**src/rtl/fir_y_packer_pkg.sv**
```systemverilog
// Shared types for the FIR y-output packer: FSM states plus control and status bundles.
package fir_package;

  localparam int LENGTH_W = 16;

  typedef enum logic [1:0] {
    FSM_IDLE  = 2'd0,
    FSM_PACK  = 2'd1,
    FSM_FLUSH = 2'd2
  } fir_packer_fsm_state_t;

  typedef struct packed {
    logic                start;
    logic [LENGTH_W-1:0] length;
  } fir_packer_ctrl_t;

  typedef struct packed {
    logic busy;
    logic done;
  } fir_packer_flags_t;

  function automatic int lane_bytes(input int sample_width);
    return sample_width / 8;
  endfunction

endpackage

```
**src/rtl/fir_y_packer_if.sv**
```systemverilog
// Sample-in / packed-word-out stream pair between the FIR datapath, the packer and the y sink.
interface fir_y_packer_if #(
  parameter int DATA_WIDTH   = 32,
  parameter int SAMPLE_WIDTH = 16
);

  logic [SAMPLE_WIDTH-1:0] in_data_i;
  logic                    in_valid_i;
  logic                    in_ready_o;
  logic [DATA_WIDTH-1:0]   out_data_o;
  logic [DATA_WIDTH/8-1:0] out_strb_o;
  logic                    out_valid_o;
  logic                    out_ready_i;

  modport slave (
    input  in_data_i, in_valid_i, out_ready_i,
    output in_ready_o, out_data_o, out_strb_o, out_valid_o
  );

  modport master (
    output in_data_i, in_valid_i, out_ready_i,
    input  in_ready_o, out_data_o, out_strb_o, out_valid_o
  );

endinterface

```
**src/rtl/fir_y_packer.sv**
```systemverilog
// Packs LANES FIR samples per output word; word valid 1 cycle after its last sample is accepted.
// Input stalls while a word waits on the sink; a handshake and the next lane-0 sample overlap with no bubble.
module fir_y_packer
  import fir_package::*;
#(
  parameter int DATA_WIDTH   = 32,
  parameter int SAMPLE_WIDTH = 16
) (
  input  logic                clk_i,
  input  logic                clear_i,
  input  logic                start_i,
  input  logic [LENGTH_W-1:0] length_i,
  fir_y_packer_if.slave       bus,
  output logic                busy_o,
  output logic                done_o
);

  localparam int LANES      = DATA_WIDTH / SAMPLE_WIDTH;
  localparam int STRB_W     = DATA_WIDTH / 8;
  localparam int LANE_BYTES = lane_bytes(SAMPLE_WIDTH);
  localparam int LANE_W     = (LANES > 1) ? $clog2(LANES) : 1;
  localparam logic [LANE_W-1:0] LAST_LANE = LANE_W'(LANES - 1);

  fir_packer_fsm_state_t r_state;
  logic [LENGTH_W-1:0]   r_remain;
  logic [LANE_W-1:0]     r_lane;
  logic [DATA_WIDTH-1:0] r_acc_data;
  logic [STRB_W-1:0]     r_acc_strb;
  logic [DATA_WIDTH-1:0] r_out_data;
  logic [STRB_W-1:0]     r_out_strb;
  logic                  r_out_valid;
  logic                  r_done;

  fir_packer_ctrl_t      w_ctrl;
  fir_packer_flags_t     w_flags;
  logic                  w_in_ready;
  logic                  w_accept;
  logic                  w_out_fire;
  logic                  w_last_sample;
  logic                  w_word_end;
  logic [DATA_WIDTH-1:0] w_next_data;
  logic [STRB_W-1:0]     w_next_strb;

  assign w_ctrl        = '{start: start_i, length: length_i};
  assign w_out_fire    = r_out_valid && bus.out_ready_i;
  assign w_in_ready    = (r_state == FSM_PACK) && (r_remain != '0) &&
                         (!r_out_valid || bus.out_ready_i);
  assign w_accept      = w_in_ready && bus.in_valid_i;
  assign w_last_sample = (r_remain == LENGTH_W'(1));
  assign w_word_end    = (r_lane == LAST_LANE) || w_last_sample;

  // Lane 0 starts a fresh word, so stale upper lanes never leak into a partial final word.
  always_comb begin
    w_next_data = r_acc_data;
    w_next_strb = r_acc_strb;
    if (r_lane == '0) begin
      w_next_data = '0;
      w_next_strb = '0;
    end
    for (int k = 0; k < LANES; k++) begin
      if (r_lane == LANE_W'(k)) begin
        w_next_data[k*SAMPLE_WIDTH +: SAMPLE_WIDTH] = bus.in_data_i;
        w_next_strb[k*LANE_BYTES +: LANE_BYTES]     = '1;
      end
    end
  end

  always_ff @(posedge clk_i) begin
    if (clear_i) begin
      r_state     <= FSM_IDLE;
      r_remain    <= '0;
      r_lane      <= '0;
      r_acc_data  <= '0;
      r_acc_strb  <= '0;
      r_out_data  <= '0;
      r_out_strb  <= '0;
      r_out_valid <= 1'b0;
      r_done      <= 1'b0;
    end else begin
      r_done <= 1'b0;
      if (w_out_fire) begin
        r_out_valid <= 1'b0;
      end
      // A completing word reloads the output in the same cycle the previous one drains.
      if (w_accept) begin
        r_acc_data <= w_next_data;
        r_acc_strb <= w_next_strb;
        r_remain   <= r_remain - LENGTH_W'(1);
        r_lane     <= (r_lane == LAST_LANE) ? '0 : r_lane + 1'b1;
        if (w_word_end) begin
          r_out_data  <= w_next_data;
          r_out_strb  <= w_next_strb;
          r_out_valid <= 1'b1;
        end
      end
      case (r_state)
        FSM_IDLE: begin
          if (w_ctrl.start) begin
            if (w_ctrl.length != '0) begin
              r_state  <= FSM_PACK;
              r_remain <= w_ctrl.length;
              r_lane   <= '0;
            end else begin
              r_done <= 1'b1;
            end
          end
        end
        FSM_PACK: begin
          if (w_accept && w_last_sample) begin
            r_state <= FSM_FLUSH;
          end
        end
        FSM_FLUSH: begin
          if (w_out_fire) begin
            r_state <= FSM_IDLE;
            r_done  <= 1'b1;
          end
        end
        default: r_state <= FSM_IDLE;
      endcase
    end
  end

  assign w_flags = '{busy: (r_state != FSM_IDLE), done: r_done};

  assign busy_o          = w_flags.busy;
  assign done_o          = w_flags.done;
  assign bus.in_ready_o  = w_in_ready;
  assign bus.out_data_o  = r_out_data;
  assign bus.out_strb_o  = r_out_strb;
  assign bus.out_valid_o = r_out_valid;

endmodule

```
**src/flat_wrapper.sv**
```systemverilog
// flat-port wrapper written by rule: the top's interface ports become plain ports
module fir_y_packer_flat import fir_package::*;
#(
  parameter int DATA_WIDTH   = 32,
  parameter int SAMPLE_WIDTH = 16
)
  (clk_i, clear_i, start_i, length_i, busy_o, done_o, bus_in_data_i, bus_in_valid_i, bus_out_ready_i, bus_in_ready_o, bus_out_data_o, bus_out_strb_o, bus_out_valid_o);
  fir_y_packer_if #(.DATA_WIDTH(DATA_WIDTH), .SAMPLE_WIDTH(SAMPLE_WIDTH)) bus_i ();
  input  logic clk_i;
  input  logic clear_i;
  input  logic start_i;
  input  logic [LENGTH_W-1:0] length_i;
  output logic busy_o;
  output logic done_o;
  input wire logic [$bits(bus_i.in_data_i)-1:0] bus_in_data_i;
  input wire logic [$bits(bus_i.in_valid_i)-1:0] bus_in_valid_i;
  input wire logic [$bits(bus_i.out_ready_i)-1:0] bus_out_ready_i;
  output wire logic [$bits(bus_i.in_ready_o)-1:0] bus_in_ready_o;
  output wire logic [$bits(bus_i.out_data_o)-1:0] bus_out_data_o;
  output wire logic [$bits(bus_i.out_strb_o)-1:0] bus_out_strb_o;
  output wire logic [$bits(bus_i.out_valid_o)-1:0] bus_out_valid_o;
  assign bus_i.in_data_i = bus_in_data_i;
  assign bus_i.in_valid_i = bus_in_valid_i;
  assign bus_i.out_ready_i = bus_out_ready_i;
  assign bus_in_ready_o = bus_i.in_ready_o;
  assign bus_out_data_o = bus_i.out_data_o;
  assign bus_out_strb_o = bus_i.out_strb_o;
  assign bus_out_valid_o = bus_i.out_valid_o;
  fir_y_packer #(.DATA_WIDTH(DATA_WIDTH), .SAMPLE_WIDTH(SAMPLE_WIDTH)) u_core (.clk_i(clk_i), .clear_i(clear_i), .start_i(start_i), .length_i(length_i), .bus(bus_i), .busy_o(busy_o), .done_o(done_o));
endmodule
```
**config.mk**
```make
export PLATFORM = sky130hd
export DESIGN_NAME = fir_y_packer_flat
export DESIGN_NICKNAME = d
export VERILOG_FILES = /design/src/rtl/fir_y_packer_pkg.sv /design/src/rtl/fir_y_packer_if.sv /design/src/rtl/fir_y_packer.sv /design/src/flat_wrapper.sv
export SDC_FILE = /design/constraint.sdc
export NUM_CORES = 1
export LEC_CHECK = 0
export ABC_AREA = 0
export CAP_MARGIN = 20
export CORE_ASPECT_RATIO = 1.5
export CORE_MARGIN = 5
export CORE_UTILIZATION = 53
export DETAILED_ROUTE_END_ITERATION = 12
export GPL_ROUTABILITY_DRIVEN = 1
export MAX_ROUTING_LAYER = met4
export PLACE_DENSITY = 0.81
export SLEW_MARGIN = 20
export SYNTH_ARGS = -nofsm -noshare
export SYNTH_HDL_FRONTEND = slang
export SYNTH_SLANG_ARGS = --single-unit
```
**constraint.sdc**
```tcl
create_clock -name clk_i -period 5.54 [get_ports clk_i]
set_input_delay 1.108 -clock clk_i [delete_from_list [all_inputs] [get_ports clk_i]]
set_output_delay 1.108 -clock clk_i [all_outputs]
set_load 0.005 [all_outputs]
```
==> summary.md, run 1 <==
| Metric | Value |
|---|---|
| Outcome | `finished clean` |
| Min-delay src | `u_core.bus.out_data_o[28]$_SDFFE_PP0P_` |
| Total chip power | `1.21 mW` |
| Switching pwr | `0.323 mW` |
| Vias/cell | `6.16` |
| Post-route cell area | `0.00438 sq mm` |
| Setup-failing EPs final | `0` |
| Critical Path Start Type | `flip-flop` |
| Die ar. | `0.00820 sq mm` |
| Post-Synth Simple-Gate Area | `17.8%` |
| Critical path arrival | `between 2000 and 3000 ps` |
| Clock transition at path regs | `70 ps` |
| Switching Share | `26.7%` |
| DRT Pass-1 Iters | `5` |
| Die Ht | `approximately 110 um` |
| Req. time, crit path | `4430 ps` |
| Crit-path slowest cell | `or4_4` |
| Setup WS post-layout | `1580 ps` |
| Crit-path max FO | `6` |
| Final wirelength | `9630 um` |
| Clock share of power | `37.2%` |
| Layout cells sized above 1 | `between 9 and 10%` |
| Post-detailed-route DRC marker count | `0` |
| Clock Skews | `between 9 and 10 ps` |
| Antenna Cells | `0` |
| Critical path origin | `u_core.r_remain[0]$_SDFF_PP0_` |
| Die width | `75.6 um` |
| Syn avg cell area | `8.67 sq um` |
| FF-to-FF Start | `u_core.r_remain[0]$_SDFF_PP0_` |
| Final hold viol count | `0` |
| Root Driver | `clkbuf_8` |
| Utilization after layout | `68.5%` |
| Placed insts | `520` |
| Commonest cells after routing, fill and taps aside | `75 x clkdlybuf4s50_1, 75 x dfxtp_1, 54 x a21oi_1` |
| LEAKAGE | `around 1.4 nW` |
| Hold buffers post-CTS | `0` |
| Final std cells w/o fill | `535` |
| Final #Nets | `495` |
| Rel. slew slack | `28.0%` |
| Sequential power share | `47.8%` |
| Grt ovf | `0` |
| Clock Latency Late Sink | `350 ps` |
| Tmin final | `3960 ps` |
| Largest net degree at the start of global routing | `49` |
| Post-CTS setup buffer count | `0` |
| Main combinational cell family by area after synthesis | `compound AO/OA/AOI/OAI gates` |
| Complex-gate fraction of the synthesized area | `25.9%` |
| Crit end category | `output port` |
| Hold WS | `476 ps` |
| Worst Hold Class | `reg2reg` |
| Pre-CTS WS | `1920 ps` |
| Hold path cells | `2` |
| DPL Wire Length | `6940 um` |
| Final ANT Viol Nets | `0` |
| Initial DRC Count | `185` |
| CP peak stage delay | `640 ps` |
| Worst-path cell chain | `inv_1 > ha_1 > or4b_1 > or4_4 > and3_1 > clkdlybuf4s50_1` |
| M2 GR Usage | `42.9%` |
| DR vias | `around 3300` |
| Post-synthesis cell count | `395` |
| Synthesized flop and latch total | `75` |
| GRT busiest layer | `met2` |
| Number of port buffers | `between 70 and 80` |
| CTS tree | `built` |
| Pint | `0.887 mW` |
| Vias in the first global route | `between 3000 and 4000` |
| Fmax | `252 MHz` |
| GP Congestion | `0.922` |
| Slew Limit Fails | `0` |
| PwrDens | `276 mW/mm^2` |
| Synth cell types | `44` |
| Total Neg Setup Slack | `0 ps` |
| Period utilisation layout | `71.5%` |
| XOR/XNOR share of the synthesized area | `under 10%` |
| Least-Margin Pin Slew | `1070 ps` |
| Htree depth | `3` |
| TritonCTS buffer count | `9` |
| Worst R2R Path Depth | `8` |
| Synth Area in Adders | `between 1 and 1.5%` |
| I/O pin total | `77` |
| Syn Nets | `435` |
| Area grow syn2layout | `27.9%` |
| Synth Warn # | `0` |
| GR met3 Demand/Resource | `6.88%` |
| Avg WL per Cell | `18.0 um` |
| Global-route wire length before repair | `between 15000 and 20000 um` |
| Register area share after synthesis | `43.8%` |
| GR Layer Usage met1 | `a little over a quarter` |
| Core Rows | `36` |
| Worst VDD drop | `~0.00020 V` |
| Core area | `0.00640 sq mm` |
| Unrepaired setup endpoints after global routing | `no` |
| Worst setup path class | `reg2out` |
| Logic pwr share | `14.9%` |
| Max-capacitance violation count | `0` |
| Post-CTS sizing | `0` |
| Synthesized cell area | `0.00343 sq mm` |
| Total Routing Usage GR | `25.6%` |
| Post-synthesis mux area share | `4.67%` |
| Clock buffer depth | `2` |
| Initial Util | `a little over half` |
| Clock sink count | `75` |
| Placed Area | `roughly 0.0042 sq mm` |
| Initial antenna violation count | `0` |
## worst paths after layout
| path | end | slack [ps] |
|---|---|---|
| hold / removal | u_core.bus.out_data_o[28]$_SDFFE_PP0P_ | 480 |
| hold reg to reg | u_core.bus.out_data_o[28]$_SDFFE_PP0P_ | 480 |
| setup / recovery | bus_in_ready_o | 1580 |
| setup reg to reg | u_core.r_remain[0]$_SDFF_PP0_ | 2880 |
## flip-flops by register name, summed over array words and instances, names as in the netlist
register and cells:
u_core.bus.out_data_o 32, u_core.bus.out_strb_o 4, u_core.bus.out_valid_o 1, u_core.done_o 1, u_core.r_acc_data 16, u_core.r_acc_strb 2, u_core.r_lane 1, u_core.r_remain 16
u_core.r_state 2
## critical path: cells and delay by family, from the launching register on
| family | cells | cell delay (ps) |
|---|---|---|
| flip-flops | 1 | 350 |
| buffers and inverters | 2 | 530 |
| AND/OR/NAND/NOR | 3 | 1440 |
| adder cells (fa/ha/maj) | 1 | 190 |
## synthesized netlist by cell type, drive strengths merged
library cell	count	area (sq um)
a31o	1	8.76
a41o	1	10.0
a311oi	6	52.6
nand2b	3	18.8
ha	3	37.5
nand2	39	163
nor2b	1	6.26
mux2i	16	160
o21ai	40	200
nor3	8	40.0
a31oi	1	6.26
and2	1	6.26
nand4	4	25.0
o41ai	2	17.5
xor2	1	8.76
a41oi	2	17.5
or2	3	18.8
or3b	2	17.5
and3	2	12.5
buf	9	62.6
a211oi	24	230
nor2	26	105
or4b	1	10.0
xnor2	6	52.6
nor4	12	75.1
or3	1	6.26
o311a	2	20.0
o31ai	4	30.0
dfxtp	75	1500
inv	4	15.0
or4	7	56.3
nand3b	4	30.0
clkbuf	24	91.3
a21oi	54	270
nand3	4	20.0
o221a	2	22.5
## routing by layer
layer,vias to the layer above,wire length (um),part of all wire [%]
met5,-,0,0
met4,0,429,4.5
met3,33,536,5.6
met2,134,5140,53
met1,1557,3520,37
li1,1571,-,-
## layout make-up
cell class	count	area [sq um]
clock buffers	10	128
clock inverters	5	78.8
fillers	533	2010
inverters	4	15.0
multi-input cells	283	1760
flip-flops and latches	75	1500
well taps	76	95.1
repair buffers	82	805
## power by group through the flow
stage | logic [mW] | registers [mW] | clock network, mW
after global routing | 0.197 | 0.581 | 0.488
final | 0.181 | 0.578 | 0.450
after global placement | 0.175 | 0.589 | 0
after CTS | 0.180 | 0.578 | 0.461
after detailed placement | 0.179 | 0.590 | 0
after floorplan | 0.115 | 0.585 | 0
## cell families after synthesis
| logic type | count (synthesis) |
|---|---|
| compound gates | 139 |
| xor+xnor | 7 |
| fa+ha+maj | 3 |
| buf+inv | 37 |
| flops | 75 |
| mux | 16 |
| simple gates | 118 |
No activity file was read; power rests on OpenSTA's default activity.
==> inputs of run 2 (changes only) <==
--- a/config.mk
+++ b/config.mk
@@ -9,11 +9,11 @@
 export CAP_MARGIN = 20
 export CORE_ASPECT_RATIO = 1.5
 export CORE_MARGIN = 5
-export CORE_UTILIZATION = 53
+export CORE_UTILIZATION = 50
 export DETAILED_ROUTE_END_ITERATION = 12
 export GPL_ROUTABILITY_DRIVEN = 1
 export MAX_ROUTING_LAYER = met4
-export PLACE_DENSITY = 0.81
+export PLACE_DENSITY = 0.76
 export SLEW_MARGIN = 20
 export SYNTH_ARGS = -nofsm -noshare
 export SYNTH_HDL_FRONTEND = slang
==> constraint.sdc (replaced) <==
create_clock -name clk_i -period 3.95 [get_ports clk_i]
set_input_delay 0.79 -clock clk_i [delete_from_list [all_inputs] [get_ports clk_i]]
set_output_delay 0.79 -clock clk_i [all_outputs]
set_load 0.005 [all_outputs]
==> run 2 against run 1 <==
Net effect: combinational power rose by 41%; core utilization fell by 3.2 points; non-clock buffer count rose by 3; highest routed layer unchanged.
==> summary.md, run 2 (synthesized netlist as in run 1, its figures left out) <==
| Metric | Value |
|---|---|
| Worst Hold Class | `reg2reg` |
| Initial antenna violation count | `0` |
| Initial Util | `50.7%` |
| Final wirelength | `9720 um` |
| Hold EP | `u_core.bus.out_data_o[21]$_SDFFE_PP0P_` |
| GP Congestion | `0.922` |
| Die ar. | `just under 0.009 sq mm` |
| Layout cells sized above 1 | `9.54%` |
| Worst R2R End | `u_core.r_remain[0]$_SDFF_PP0_` |
| Initial DRC Count | `171` |
| Antenna Cells | `0` |
| Met2 WL post-DR | `5380 um` |
| DR vias | `3229` |
| Final #Nets | `about 500` |
| CP top delay family | `simple AND/OR/NAND/NOR gates` |
| Worst setup path class | `reg2out` |
| Htree depth | `3` |
| CP bufs+invs | `2` |
| Clock Latency Late Sink | `340 ps` |
| Post-detailed-route DRC marker count | `0` |
| Req. time, crit path | `3160 ps` |
| DPL Wire Length | `6930 um` |
| Grt ovf | `0` |
| Commonest cells after routing, fill and taps aside | `75 x clkdlybuf4s50_1, 75 x dfxtp_1, 54 x a21oi_1` |
| Total Routing Usage GR | `23.2%` |
| Routed length on met3 | `around 440 um` |
| Post-CTS sizing | `0` |
| Setup-failing EPs final | `0` |
| Worst R2R Path Depth | `8` |
| FF-to-FF Start | `u_core.r_remain[0]$_SDFF_PP0_` |
| Least-Margin Pin Slew | `869 ps` |
| Vias in the first global route | `3233` |
| Outcome | `finished clean` |
| Clock Skews | `7.43 ps` |
| Core area | `0.00676 sq mm` |
| Area grow syn2layout | `28.8%` |
| Crit-path slowest cell | `or4_4` |
| Avg WL per Cell | `18.0 um` |
| Clock buffer depth | `2` |
| Worst reg2reg setup slack | `1240 ps` |
| Post-CTS setup buffer count | `0` |
| Hold buffers post-CTS | `0` |
| Slew Limit Fails | `0` |
| Max reg flops | `32` |
| Placed insts | `525` |
| Core Rows | `37` |
| Final std cells w/o fill | `539` |
| Post-Route M1 WL | `between 3000 and 4000 um` |
| Hold path cells | `2` |
| LEAKAGE | `about 1.4 nW` |
| Unrepaired setup endpoints after global routing | `no` |
| Critical path arrival | `about 2800 ps` |
| Worst VDD drop | `around 0.00025 V` |
| Global-route wire length before repair | `15800 um` |
| Largest net degree at the start of global routing | `46` |
| Final hold viol count | `0` |
| Max Used Layer | `met4` |
| PwrDens | `between 300 and 400 mW/mm^2` |
| Crit end category | `output port` |
| Rel. slew slack | `42.1%` |
| I/O pin total | `77` |
| Total Neg Setup Slack | `0 ps` |
| Vias/cell | `5.99` |
| Clock sink count | `75` |
| TritonCTS buffer count | `9` |
| Min-delay src | `u_core.bus.out_data_o[21]$_SDFFE_PP0P_` |
| Fmax | `~280 MHz` |
| Critical Path Start Type | `flip-flop` |
| Die width | `77.6 um` |
| Number of port buffers | `76` |
| Clock transition at path regs | `70 ps` |
| Worst-path cell chain | `inv_1 > ha_1 > or4b_1 > or4_4 > and3_1 > clkdlybuf4s50_1` |
| Crit-path max FO | `6` |
| Die Ht | `111 um` |
| CTS tree | `built` |
| DRT Pass-1 Iters | `5` |
| Tmin final | `3620 ps` |
| Period utilisation layout | `91.5%` |
| Root Driver | `clkbuf_8` |
| CP peak stage delay | `640 ps` |
| Final ANT Viol Nets | `0` |
| Filler Cell Count | `586` |
| Max-capacitance violation count | `0` |
==> run 2: changes by cell type in the layout (fill, tap and decap cells not counted) <==
cell      before  now
clkinv_2       2    0
buf_4          5    9
clkbuf_8       9   11
clkinv_4       1    0
buf_6          1    0
==> run 2: metal layers <==
layer  vias up  GRT usage, %
met5         -             -
met4         0          7.80
met3        15          5.10
met2        94          41.6
met1      1537          24.6
li1       1583             -
==> run 2: worst max-delay path by stage <==
stage,startpoint,end,slack (ps),cells after the start
after floorplan,u_core.r_remain[0]$_SDFF_PP0_,bus_in_ready_o,1210,7
after global placement,u_core.r_remain[0]$_SDFF_PP0_,bus_in_ready_o,770,6
after detailed placement,u_core.r_remain[0]$_SDFF_PP0_,bus_in_ready_o,720,6
after CTS,u_core.r_remain[0]$_SDFF_PP0_,bus_in_ready_o,350,6
after global routing,u_core.r_remain[0]$_SDFF_PP0_,bus_in_ready_o,250,6
final,u_core.r_remain[0]$_SDFF_PP0_,bus_in_ready_o,330,6
==> run 2: report_power, final <==
group | internal, mW | switching, mW
logic | 0.110 | 0.145
clock network | 0.384 | 0.267
registers | 0.785 | 0.0277
total | 1.28 | 0.440
==> run 2: through the flow <==
stage	power [mW]	utilization, %	hold WS, ps	setup WS (ps)	area (sq um)
4_1_cts	1.73	65.3	475	352	4410
3_5_place_dp	1.08	62.1	465	718	4200
3_3_place_gp	1.08	62.1	456	770	4200
5_1_grt	1.80	65.3	495	245	4410
6_report	1.72	65.3	473	334	4410
2_1_floorplan	0.981	-	435	1210	3430
==> run 2: area by class of cell <==
class                   count  area (sq um)  area share, %
flip-flops and latches     75          1500           34.0
well taps                  78          97.6           2.21
repair buffers             85           823           18.7
clock inverters             2          60.1           1.36
clock buffers              12           155           3.52
multi-input cells         283          1760           39.9
inverters                   4          15.0          0.340
==> run 2: worst register-to-register path, cell delays in order (launching register included) <==
cell	delay, ps
dfxtp_1	350
inv_1	100
ha_1	180
or4b_1	560
nor4_1	620
nor2_1	160
buf_4	250
xnor2_1	150
a211oi_1	240
